`src/rtl/odo_div_prog.sv`:
```
// odo_div_prog: programmable 50%-duty integer clock divider, N = 2..2^WIDTH-1.
// Ports: clk, rstn; div_val/div_wr divisor write; div_cur/pend/err status;
// tick (posedge period pulse); clk_div; div_en only with ODO_DIV_STOP_EN.
module odo_div_prog #(
  parameter int WIDTH     = 8,
  parameter int RESET_DIV = 9
) (
  input  logic             clk,
  input  logic             rstn,
`ifdef ODO_DIV_STOP_EN
  input  logic             div_en,
`endif
  input  logic [WIDTH-1:0] div_val,
  input  logic             div_wr,
  output logic [WIDTH-1:0] div_cur,
  output logic             pend,
  output logic             err,
  output logic             tick,
  output logic             clk_div
);

  localparam logic [WIDTH-1:0] RST_N = WIDTH'(RESET_DIV);
  localparam logic [WIDTH-1:0] ONE   = WIDTH'(1);
  localparam logic [WIDTH-1:0] TWO   = WIDTH'(2);

  logic [WIDTH-1:0] cnt;
  logic [WIDTH-1:0] cnt_inc;
  logic [WIDTH-1:0] pend_val;
  logic [WIDTH-1:0] half;
  logic             run;
  logic             p_r;
  logic             n_r;
  logic             go;
  logic             wrap;
  logic             wr_ok;
  logic             wr_bad;

`ifdef ODO_DIV_STOP_EN
  assign go = div_en;
`else
  assign go = 1'b1;
`endif

  assign half    = div_cur >> 1;
  assign cnt_inc = cnt + ONE;
  // An idle divider (after reset or stop) treats every edge as a
  // period boundary, so the first running edge starts a fresh period.
  assign wrap    = !run || (cnt == div_cur - ONE);
  assign wr_ok   = div_wr && (div_val >= TWO);
  assign wr_bad  = div_wr && (div_val < TWO);

  always_ff @(posedge clk or negedge rstn) begin
    if (!rstn) begin
      cnt      <= '0;
      run      <= 1'b0;
      p_r      <= 1'b0;
      tick     <= 1'b0;
      err      <= 1'b0;
      pend     <= 1'b0;
      pend_val <= RST_N;
      div_cur  <= RST_N;
    end else begin
      err <= wr_bad;
      if (wrap) begin
        // half >= 1 for any legal N, so slot 0 is always high
        cnt  <= '0;
        p_r  <= go;
        tick <= go;
        run  <= go;
        if (pend) div_cur <= pend_val;
      end else begin
        cnt  <= cnt_inc;
        p_r  <= (cnt_inc < half);
        tick <= 1'b0;
      end
      // a write on the boundary edge re-arms pend after the load
      if (wr_ok) begin
        pend_val <= div_val;
        pend     <= 1'b1;
      end else if (wrap) begin
        pend     <= 1'b0;
      end
    end
  end

  always_ff @(negedge clk or negedge rstn) begin
    if (!rstn) n_r <= 1'b0;
    else       n_r <= p_r;
  end

  // p_r and n_r are both low at every boundary, so the odd
  // flag may change there without a glitch.
  assign clk_div = p_r | (div_cur[0] & n_r);

endmodule

```
`config.mk`:
```
export PLATFORM = sky130hd
export DESIGN_NAME = odo_div_prog
export DESIGN_NICKNAME = d
export VERILOG_FILES = /design/src/rtl/odo_div_prog.sv
export SDC_FILE = /design/constraint.sdc
export NUM_CORES = 1
export LEC_CHECK = 0
export CAP_MARGIN = 20
export CORE_MARGIN = 4
export CORE_UTILIZATION = 53
export CTS_BUF_LIST = sky130_fd_sc_hd__clkbuf_16
export DETAILED_ROUTE_END_ITERATION = 8
export PLACE_DENSITY = 0.78
export SYNTH_ARGS = -nofsm -noshare
export SYNTH_HDL_FRONTEND = slang
export SYNTH_SLANG_ARGS = --single-unit
```
`constraint.sdc`:
```
create_clock -name clk -period 2.89 [get_ports clk]
set_clock_uncertainty 0.15 [all_clocks]
set_input_delay 0.578 -clock clk [delete_from_list [all_inputs] [get_ports clk]]
set_output_delay 0.578 -clock clk [all_outputs]
set_load 0.05 [all_outputs]
```
==> load_flow_metrics.sql, run 1 <==
INSERT INTO impl_metrics (metric_group, metric, value, unit) VALUES
('grt', 'grt_first_pass_wirelength', '5637', 'microns'),
('grt', 'grt_antenna_before_repair', '0', ''),
('power_and_ir_drop', 'p_int', '1.067', 'mW'),
('setup_path', 'worst_path_dominant_cell_family', 'flip-flops', ''),
('routing', 'drc', '0', ''),
('timing', 'finalMaxSlewViolations', '0', ''),
('timing', 'timing_hold_violations_final', '0', ''),
('routing', 'initialDrtViolationCount', '39', ''),
('power_and_ir_drop', 'vdd_ir_drop_max', '0.4892', 'mV'),
('clock_tree', 'ctsLongestPathBuffers', '2', ''),
('clock_tree', 'postCtsSetupRepairBufs', '0', ''),
('hold_path', 'worstHoldPathType', 'flop to flop', ''),
('yosys', 'syn-instance-count', '146', ''),
('clock_tree', 'clock_sinks', '30', ''),
('placement', 'globalplace.congestion', '0.7293', ''),
('power_and_ir_drop', 'power.switching', '0.4614', 'mW'),
('timing', 'max_slew.worst_pin.slew', '509.3', 'ps'),
('yosys', 'netlist_area', '1575', 'sq um'),
('layout', 'final_layout_size_suffix_gt1_frac', '0.1543', ''),
('yosys', 'post_synth_edffs', '0', ''),
('placement', 'dp_worst_setup_slack', '44.18', 'ps'),
('setup_path', 'arrival', '2400', 'ps'),
('layout', 'finish.net_count', '194', ''),
('setup_path', 'cp_cell_sequence', 'a21o_2 > buf_12', ''),
('layout', 'layout.cells.most_common', 'dfrtp_1', ''),
('yosys', 'synthArstFlopShare', '1.000', ''),
('layout', 'final_cell_area', '2009', 'sq um'),
('setup_path', 'critical_path.slowest_cell', 'dfrtn_1', ''),
('clock_tree', 'clock_tree_from_tritoncts', 'done', ''),
('yosys', 'synth-seq-cells', '30', ''),
('timing', 'timing.hold.ws', '314.9', 'ps'),
('outcome', 'status', 'finished, violations left', ''),
('setup_path', 'cp.buffers_inverters', '1', ''),
('power_and_ir_drop', 'share_comb_of_total_power', '0.279', ''),
('routing', 'post_dr_vias_cell', '5.563', ''),
('yosys', 'ys_seq_area_frac', '0.4797', ''),
('setup_path', 'setup.worst_path.start_class', 'flop', ''),
('placement', 'portBuffers', '22', ''),
('grt', 'global_route.usage.total', '0.1864', ''),
('yosys', 'yosys.area.top_type', 'dfrtp_1', ''),
('die', 'die_area', '3908', 'sq um'),
('yosys', 'synth_top_cells_by_area', 'dfrtp_1 40%, mux2_4 7.6%, dfstp_2 6.7%', ''),
('timing', 'setup_repair_after_global_routing_missed_its_margin', 'true', ''),
('power_and_ir_drop', 'clkPwrFrac', '0.366', ''),
('yosys', 'ys_dominant_reg_cell', 'dfrtp_1', ''),
('yosys', 'synth_cell_types', '38', ''),
('timing', 'setup_total_negative_slack', '-240.7', 'ps'),
('routing', 'dr_total_vias', '1146', ''),
('routing', 'detail-route-antenna-nets', '0', ''),
('timing', 'final_critical_path_setup_slack', '-240.7', 'ps'),
('routing', 'routed_wl', '3314', 'microns'),
('setup_path', 'critical_path.max_stage_delay', '320', 'ps'),
('clock_tree', 'clkSlewWorstSetupHoldPaths', '50', 'ps'),
('placement', 'area_of_placed_instances', '1851', 'sq um'),
('die', 'start_util', '0.5616', ''),
('yosys', 'synth_warnings', '0', ''),
('die', 'floorplan.rows', '19', ''),
('power_and_ir_drop', 'static-leakage-power', '0.9639', 'nW'),
('hold_path', 'hold_path_depth', '2', ''),
('timing', 'setup_viol_count_final', '1', ''),
('die', 'chipWidth', '62.52', 'microns'),
('setup_path', 'startpoint', 'n_r$_DFF_NN0_', ''),
('layout', 'fin_cells', '206', ''),
('die', 'die_h', '62.52', 'microns'),
('layout', 'final_util', '0.7163', ''),
('outcome', 'violations', 'setup timing', ''),
('power_and_ir_drop', 'switching_part_of_the_total_power', '0.3019', ''),
('layout', 'diodes', '0', ''),
('clock_tree', 'cts_repair_resize_count', '0', ''),
('layout', 'top_library_cells_by_usage_in_the_layout_fill_and_taps_aside', '25 x dfrtp_1, 23 x nand2_1, 21 x clkdlybuf4s50_1, 11 x inv_1, 9 x xnor2_1', ''),
('setup_path', 'r2r_cells', '8', '');
-- final timing paths --
kind,to,slack (ps)
worst max-delay path,clk_div,-240
worst min-delay path,pend_val[3]$_DFFE_PN1P_,310
worst max register to register,div_cur[6]$_DFFE_PN0P_,270
worst min register to register,pend_val[3]$_DFFE_PN1P_,310
max in group asynchronous,n_r$_DFF_NN0_,790
min in group asynchronous,pend_val[6]$_DFFE_PN0P_,620
-- final cells by class --
| class | instances | area, sq um |
|---|---|---|
| well taps | 31 | 38.79 |
| repair buffers | 26 | 260.3 |
| clock inverters | 2 | 33.78 |
| flip-flops and latches | 30 | 755.7 |
| inverters | 11 | 41.29 |
| fillers | 195 | 795.8 |
| clock buffers | 5 | 125.1 |
| multi-input cells | 101 | 754.5 |
-- routing by layer --
layer | GRT usage | vias up | wire, microns | share of wire
li1 | - | 544 | - | -
met1 | 0.2093 | 552 | 1395 | 0.42
met2 | 0.3103 | 39 | 1657 | 0.50
met3 | 0.06655 | 11 | 168 | 0.051
met4 | 0.09642 | 0 | 93 | 0.028
met5 | 0 | - | 0 | 0
-- worst register-to-register path, cell delays in order (launching register included) --
cell	delay, ps
dfstp_2	610
inv_1	60
ha_1	300
xnor2_1	130
a211oi_1	240
o211ai_1	160
o41a_1	340
buf_4	200
mux2_4	310
-- logic make-up (layout without fill, tap and decap cells) --
group                    Yosys count  after routing  synth area share
buffers and inverters             15             44           0.04209
adder cells (fa/ha/maj)            8              8           0.06355
multiplexers                       9              9           0.08340
XOR/XNOR                          16             16           0.09770
flip-flops                        30             30            0.4797
other                              1              1          0.002381
AO/OA/AOI/OAI                     17             17           0.07703
AND/OR/NAND/NOR                   50             50            0.1541
-- cell usage after synthesis, types with 2 or more instances --
library cell and instances:
dfrtp_1 25, nand2_1 23, inv_1 11, xnor2_1 9, ha_1 8, mux2_4 8, nor2b_1 6, xor2_1 6
nor2_1 5, dfstp_2 4, nand3_1 4, a21oi_1 3, and3_1 3, a21boi_0 2, buf_2 2, nand2b_1 2
nor4_1 2, o211ai_1 2, o31ai_1 2
-- timing repair --
action,4_1_cts,5_1_grt
pin swaps,1,0
hold buffers,0,0
setup endpoints to repair,1,1
-- flip-flops by register name, indices dropped and copies added, names as in the netlist --
register,flops
pend,1
cnt,8
p_r,1
pend_val,8
div_cur,8
err,1
n_r,1
run,1
tick,1
-- power groups by stage --
stage / Clock, mW / Sequential (mW) / Combinational (mW)
after floorplan: 0 / 0.625 / 0.210
after global placement: 0 / 0.545 / 0.411
after detailed placement: 0 / 0.549 / 0.422
after CTS: 0.571 / 0.543 / 0.427
after global routing: 0.592 / 0.551 / 0.453
final: 0.559 / 0.543 / 0.426
Power figures use the tool's default switching activity.
==> run 2, diff against run 1 <==
Settings changed: ABC_AREA set to 1, CORE_UTILIZATION 53 to 54, PLACE_DENSITY 0.78 to 0.79.
==> load_flow_metrics.sql, run 2 <==
INSERT INTO impl_metrics (metric_group, metric, value, unit) VALUES
('yosys', 'ys_dominant_reg_cell', 'dfrtp_1', ''),
('placement', 'portBuffers', '22', ''),
('layout', 'layout.cells.most_common', 'nand2_1', ''),
('die', 'start_util', '0.5628', ''),
('clock_tree', 'clock_sinks', '30', ''),
('yosys', 'syn-instance-count', '226', ''),
('timing', 'setup_repair_after_global_routing_missed_its_margin', 'true', ''),
('grt', 'most_congested_layer_reported_by_global_routing', 'met2', ''),
('yosys', 'synthArstFlopShare', '1.000', ''),
('outcome', 'violations', 'setup timing', ''),
('clock_tree', 'clk_latency', '270', 'ps'),
('die', 'die_h', '64.18', 'microns'),
('setup_path', 'worst-r2r-setup-slack', '440', 'ps'),
('routing', 'initialDrtViolationCount', '89', ''),
('yosys', 'synth_fp_nets', '245', ''),
('die', 'chipWidth', '64.18', 'microns'),
('setup_path', 'setup.worst_path.end_class', 'output pin', ''),
('setup_path', 'worst-endpoint-required', '2160', 'ps'),
('die', 'core', '3028', 'sq um'),
('run', 'max_cap_violations', '0', ''),
('routing', 'drtPass1Iterations', '4', ''),
('power_and_ir_drop', 'vdd_ir_drop_max', '0.4633', 'mV'),
('timing', 'maxSlewHeadroom', '0.6262', ''),
('clock_tree', 'cts_repair_resize_count', '0', ''),
('yosys', 'yosys.area.top_type', 'dfrtp_1', ''),
('grt', 'global_route.usage.total', '0.1917', ''),
('layout', 'diodes', '0', ''),
('yosys', 'synth_cell_types', '25', ''),
('yosys', 'synth_largest_type_area_fraction', '0.3671', ''),
('clock_tree', 'clock_tree_from_tritoncts', 'done', ''),
('grt', 'use_met1', '0.2043', ''),
('placement', 'dp_worst_setup_slack', '42.70', 'ps'),
('layout', 'final_util', '0.7054', ''),
('layout', 'layout.filler_cells', '249', ''),
('yosys', 'synth_most_common_cell', 'nand2_1', ''),
('layout', 'final_layout_size_suffix_gt1_frac', '0.08696', ''),
('yosys', 'syn_avg_cell_area', '7.540', 'sq um'),
('layout', 'top_library_cells_by_usage_in_the_layout_fill_and_taps_aside', '73 x nand2_1, 35 x inv_1, 25 x dfrtp_1, 22 x nand3_1, 21 x clkdlybuf4s50_1', ''),
('routing', 'routed_wire_length_per_instance', '11.42', 'microns'),
('hold_path', 'worstHoldPathType', 'flop to flop', ''),
('grt', 'met2_track_utilization_from_global_routing', '0.3445', ''),
('timing', 'setup_viol_count_final', '1', ''),
('power_and_ir_drop', 'sequentialPowerShare', '0.348', ''),
('layout', 'area_delta_synth_final', '25.33', '%'),
('power_and_ir_drop', 'totalPowerFinal', '1.494', 'mW'),
('layout', 'top_regs', 'cnt x8, div_cur x8, pend_val x8', ''),
('power_and_ir_drop', 'p_int', '1.020', 'mW'),
('grt', 'grtUsageMet3', '0.06151', ''),
('routing', 'post_dr_vias_cell', '4.906', ''),
('grt', 'grt_overflow_total', '0', ''),
('die', 'io_pins', '23', ''),
('layout', 'finish.net_count', '271', ''),
('yosys', 'synth_warnings', '0', ''),
('routing', 'dr_total_vias', '1457', ''),
('clock_tree', 'clkSlewWorstSetupHoldPaths', '50', 'ps'),
('yosys', 'synth_top_cells_by_area', 'dfrtp_1 37%, nand2_1 16%, inv_1 7.7%', ''),
('yosys', 'ys_seq_area_frac', '0.4435', ''),
('routing', 'drc', '0', ''),
('layout', 'final_cell_area', '2136', 'sq um'),
('outcome', 'status', 'finished, violations left', ''),
('power_and_ir_drop', 'static-leakage-power', '1.134', 'nW'),
('power_and_ir_drop', 'clkPwrFrac', '0.384', ''),
('grt', 'grt_antenna_before_repair', '0', ''),
('timing', 'max_slew.worst_pin.slew', '556.4', 'ps'),
('setup_path', 'setup.worst_path.start_class', 'flop', ''),
('yosys', 'synth-seq-cells', '30', ''),
('power_and_ir_drop', 'switching_part_of_the_total_power', '0.3175', ''),
('timing', 'timing_hold_violations_final', '0', ''),
('timing', 'final_critical_path_setup_slack', '-242.7', 'ps'),
('grt', 'grt_first_pass_wirelength', '6058', 'microns'),
('placement', 'area_of_placed_instances', '1971', 'sq um'),
('placement', 'globalplace.congestion', '0.8076', ''),
('clock_tree', 'cts_htree_levels', '2', ''),
('placement', 'place_hpwl', '2479', 'microns'),
('die', 'floorplan.rows', '20', ''),
('yosys', 'netlist_area', '1704', 'sq um'),
('setup_path', 'critical_path_class', 'flop to output pin', ''),
('clock_tree', 'postCtsSetupRepairBufs', '0', ''),
('setup_path', 'worstPathMaxFanout', '1', ''),
('power_and_ir_drop', 'share_comb_of_total_power', '0.268', ''),
('clock_tree', 'holdBufCountCts', '0', ''),
('yosys', 'synth.cells.most_frequent', '73 x nand2_1, 35 x inv_1, 25 x dfrtp_1', ''),
('routing', 'detail-route-antenna-nets', '0', ''),
('clock_tree', 'root_buffer', 'clkbuf_16', ''),
('die', 'die_area', '4118', 'sq um'),
('timing', 'finalMaxSlewViolations', '0', ''),
('timing', 'timing.hold.ws', '313.6', 'ps'),
('grt', 'grt_max_degree', '30', ''),
('power_and_ir_drop', 'power.switching', '0.4744', 'mW'),
('power_and_ir_drop', 'power_density', '699.6', 'nW/um^2'),
('routing', 'routed_wl', '3391', 'microns'),
('setup_path', 'arrival', '2400', 'ps'),
('grt', 'number_of_global_route_vias_before_repair', '1429', ''),
('clock_tree', 'number_of_cts_inserted_buffers', '5', ''),
('clock_tree', 'ctsLongestPathBuffers', '2', ''),
('yosys', 'post_synth_edffs', '0', '');
run 2: cell count changes after synthesis, moves of 2 or more:
cell	change
nand2_1	+50
inv_1	+24
nand3_1	+18
nor2_1	+14
mux2_4	-8
nor2b_1	-6
xnor2_1	-6
o21ai_0	+5
and3_1	-3
nand4_1	+3
a21boi_0	-2
buf_2	+2
nand2b_1	-2
o31ai_1	-2
run 2: final cells by class:
class / count / area [sq um] / area share
repair buffers: 26 / 260.3 / 0.1219
flip-flops and latches: 30 / 755.7 / 0.3538
multi-input cells: 153 / 764.5 / 0.3579
clock inverters: 3 / 40.04 / 0.01875
well taps: 44 / 55.05 / 0.02578
inverters: 36 / 135.1 / 0.06327
clock buffers: 5 / 125.1 / 0.05858
run 2: path summary, 6_finish.rpt:
kind                                            to  cells after the start                     from
setup reg to reg                  pend$_DFFE_PN0P_                     12   div_cur[0]$_DFFE_PN1P_
setup / recovery                           clk_div                      2            n_r$_DFF_NN0_
max in group asynchronous            n_r$_DFF_NN0_                      1                     rstn
min in group asynchronous         cnt[2]$_DFF_PN0_                      2                     rstn
hold reg to reg            pend_val[0]$_DFFE_PN1P_                      2  pend_val[0]$_DFFE_PN1P_
hold / removal             pend_val[0]$_DFFE_PN1P_                      2  pend_val[0]$_DFFE_PN1P_
run 2: power by group through the flow:
stage          Sequential [mW]  Combinational (mW)  Clock [mW]
6_report                 0.520               0.401       0.573
3_5_place_dp             0.526               0.401           0
3_3_place_gp             0.524               0.390           0
4_1_cts                  0.520               0.406       0.583
5_1_grt                  0.527               0.450       0.607
2_1_floorplan            0.591               0.211           0
run 2: per-stage QoR:
step / instances / TNS (ps)
after floorplan: 226 / 0
after global placement: 289 / 0
after detailed placement: 289 / 0
after CTS: 297 / -249.8
after global routing: 297 / -279.9
final: 297 / -242.7
run 2: cells by family (layout without fill, tap and decap cells):
logic type      after synthesis  after routing  synth area share
simple gates                122            122            0.2981
buf+inv                      43             70            0.1087
flops                        30             30            0.4435
compound gates               14             14           0.04773
fa+ha+maj                     8              8           0.05874
xor+xnor                      8              8           0.04112
other cells                   1              1          0.002201
run 2: critical path, stage by stage (launching register included):
cell and delay, ps:
dfrtn_1 320, a21o_2 200, buf_12 140
run 2: per-layer routing:
metal	wire (microns)	vias to the layer above
li1	-	753
met1	1390	669
met2	1806	28
met3	135	7
met4	59	0
met5	0	-
run 2: repair_timing:
item                                    4_1_cts  5_1_grt
gates cloned                                  0        0
pin swaps                                     1        0
endpoints found under the setup margin        1        1
==> run 3, diff against run 2 <==
Settings changed: CORE_MARGIN 4 to 5.
==> load_flow_metrics.sql, run 3 (synthesis gave the netlist of run 2 again) <==
INSERT INTO impl_metrics (metric_group, metric, value, unit) VALUES
('setup_path', 'critical_path_class', 'flop to output pin', ''),
('clock_tree', 'clk_latency', '270', 'ps'),
('placement', 'globalplace.congestion', '0.8125', ''),
('grt', 'grt_antenna_before_repair', '0', ''),
('power_and_ir_drop', 'p_int', '0.9252', 'mW'),
('routing', 'routed_wire_length_per_instance', '11.24', 'microns'),
('die', 'core', '3028', 'sq um'),
('timing', 'setup_total_negative_slack', '-254.5', 'ps'),
('routing', 'routed_wl', '3327', 'microns'),
('placement', 'place_hpwl', '2500', 'microns'),
('grt', 'grt_first_pass_wirelength', '6030', 'microns'),
('setup_path', 'startpoint', 'n_r$_DFF_NN0_', ''),
('outcome', 'status', 'finished, violations left', ''),
('die', 'chipWidth', '66.18', 'microns'),
('timing', 'setup_viol_count_final', '1', ''),
('power_and_ir_drop', 'share_comb_of_total_power', '0.283', ''),
('routing', 'dr_total_vias', '1424', ''),
('layout', 'top_library_cells_by_usage_in_the_layout_fill_and_taps_aside', '73 x nand2_1, 36 x inv_1, 25 x dfrtp_1, 22 x nand3_1, 21 x clkdlybuf4s50_1', ''),
('power_and_ir_drop', 'clkPwrFrac', '0.345', ''),
('layout', 'diodes', '0', ''),
('setup_path', 'critical_path.max_stage_delay', '320', 'ps'),
('routing', 'initialDrtViolationCount', '47', ''),
('grt', 'global_route.usage.total', '0.1850', ''),
('grt', 'grt_max_degree', '30', ''),
('die', 'die_h', '66.18', 'microns'),
('outcome', 'violations', 'setup timing', ''),
('setup_path', 'arrival', '2420', 'ps'),
('clock_tree', 'postCtsSetupRepairBufs', '0', ''),
('power_and_ir_drop', 'static-leakage-power', '1.118', 'nW'),
('clock_tree', 'clock_sinks', '30', ''),
('clock_tree', 'cts_htree_levels', '2', ''),
('hold_path', 'hold_path_depth', '2', ''),
('power_and_ir_drop', 'totalPowerFinal', '1.399', 'mW'),
('timing', 'setup_repair_after_global_routing_missed_its_margin', 'true', ''),
('layout', 'top_regs', 'cnt x8, div_cur x8, pend_val x8', ''),
('setup_path', 'worst-endpoint-required', '2160', 'ps'),
('power_and_ir_drop', 'power.switching', '0.4735', 'mW'),
('timing', 'maxSlewHeadroom', '0.6479', ''),
('setup_path', 'r2r_cells', '10', ''),
('die', 'floorplan.rows', '20', ''),
('timing', 'final_critical_path_setup_slack', '-254.5', 'ps'),
('timing', 'max_slew.worst_pin.slew', '524.1', 'ps'),
('layout', 'finish.net_count', '270', ''),
('routing', 'drc', '0', ''),
('power_and_ir_drop', 'switching_part_of_the_total_power', '0.3385', ''),
('setup_path', 'setup.worst_path.end_class', 'output pin', ''),
('grt', 'number_of_global_route_vias_before_repair', '1411', ''),
('setup_path', 'regToRegStartpoint', 'cnt[0]$_DFF_PN0_', ''),
('routing', 'detail-route-antenna-nets', '0', ''),
('timing', 'timing.hold.ws', '310.0', 'ps'),
('run', 'max_cap_violations', '0', ''),
('routing', 'drtPass1Iterations', '4', ''),
('placement', 'portBuffers', '22', ''),
('clock_tree', 'cts_repair_resize_count', '0', ''),
('timing', 'timing_hold_violations_final', '0', ''),
('power_and_ir_drop', 'vdd_ir_drop_max', '0.5091', 'mV'),
('clock_tree', 'ctsLongestPathBuffers', '2', ''),
('setup_path', 'setup.worst_path.start_class', 'flop', ''),
('setup_path', 'cp_cell_sequence', 'a21o_2 > buf_12', ''),
('grt', 'grt_overflow_total', '0', ''),
('power_and_ir_drop', 'sequentialPowerShare', '0.372', ''),
('die', 'die_area', '4379', 'sq um'),
('timing', 'finalMaxSlewViolations', '0', ''),
('clock_tree', 'clock_tree_from_tritoncts', 'done', ''),
('layout', 'area_delta_synth_final', '23.27', '%'),
('routing', 'post_dr_vias_cell', '4.811', ''),
('clock_tree', 'number_of_cts_inserted_buffers', '5', ''),
('layout', 'final_layout_size_suffix_gt1_frac', '0.07540', ''),
('power_and_ir_drop', 'power_density', '665.8', 'nW/um^2'),
('die', 'start_util', '0.5628', ''),
('setup_path', 'critical_path.slowest_cell', 'dfrtn_1', ''),
('hold_path', 'min_from', 'pend_val[0]$_DFFE_PN1P_', ''),
('hold_path', 'worstHoldPathType', 'flop to flop', ''),
('clock_tree', 'clkSlewWorstSetupHoldPaths', '50', 'ps'),
('die', 'io_pins', '23', ''),
('layout', 'layout.cells.most_common', 'nand2_1', ''),
('clock_tree', 'root_buffer', 'clkbuf_16', ''),
('layout', 'layout.filler_cells', '269', ''),
('setup_path', 'worstPathMaxFanout', '1', '');
-- run 3: power by group through the flow --
| stage | registers (mW) | logic, mW | clock network, mW |
|---|---|---|---|
| global route | 0.529 | 0.447 | 0.515 |
| global placement | 0.525 | 0.390 | 0 |
| floorplan | 0.591 | 0.211 | 0 |
| detailed placement | 0.526 | 0.399 | 0 |
| CTS | 0.521 | 0.402 | 0.491 |
| finish | 0.520 | 0.395 | 0.483 |
-- run 3: path summary, 6_finish.rpt --
| kind | endpoint | slack (ps) |
|---|---|---|
| setup reg to reg | p_r$_DFF_PN0_ | 500 |
| hold reg to reg | pend_val[0]$_DFFE_PN1P_ | 310 |
| hold / removal | pend_val[0]$_DFFE_PN1P_ | 310 |
| max in group asynchronous | n_r$_DFF_NN0_ | 760 |
| min in group asynchronous | cnt[3]$_DFF_PN0_ | 660 |
| setup / recovery | clk_div | -250 |
-- run 3: what timing repair did --
| item | 4_1_cts | 5_1_grt |
|---|---|---|
| gates cloned | 0 | 0 |
| pin swaps | 1 | 0 |
| setup endpoints to repair | 1 | 1 |
| hold buffers | 0 | 0 |
-- run 3: critical path: cells and delay by family (launching register included) --
family	cells	cell delay, ps
DFF	1	320
buffers and inverters	1	150
AOI/OAI and AO/OA	1	200
-- run 3: layer usage --
| layer | part of all wire | vias up | track usage |
|---|---|---|---|
| li1 | - | 750 | - |
| met2 | 0.52 | 27 | 0.3296 |
| met3 | 0.036 | 4 | 0.03571 |
| met1 | 0.43 | 643 | 0.2080 |
| met4 | 0.014 | 0 | 0.09137 |
| met5 | 0 | - | 0 |
-- run 3: area by class of cell --
cell class | instances | area [sq um] | share of cell area
clock inverter | 3 | 12.51 | 0.005956
sequential | 30 | 755.7 | 0.3597
clock buffer | 5 | 125.1 | 0.05956
tap | 44 | 55.05 | 0.02621
inverter | 36 | 135.1 | 0.06432
timing repair buffer | 25 | 252.7 | 0.1203
multi-input combinational | 153 | 764.5 | 0.3639
-- run 3: through the flow --
stage | cell area, sq um | util | instances | setup slack (ps)
2_1_floorplan | 1705 | - | 226 | 81.45
3_3_place_gp | 1963 | 0.6483 | 288 | 45.85
3_5_place_dp | 1963 | 0.6483 | 288 | 32.04
4_1_cts | 2101 | 0.6938 | 296 | -258.1
5_1_grt | 2101 | 0.6938 | 296 | -275.6
6_report | 2101 | 0.6938 | 296 | -254.5
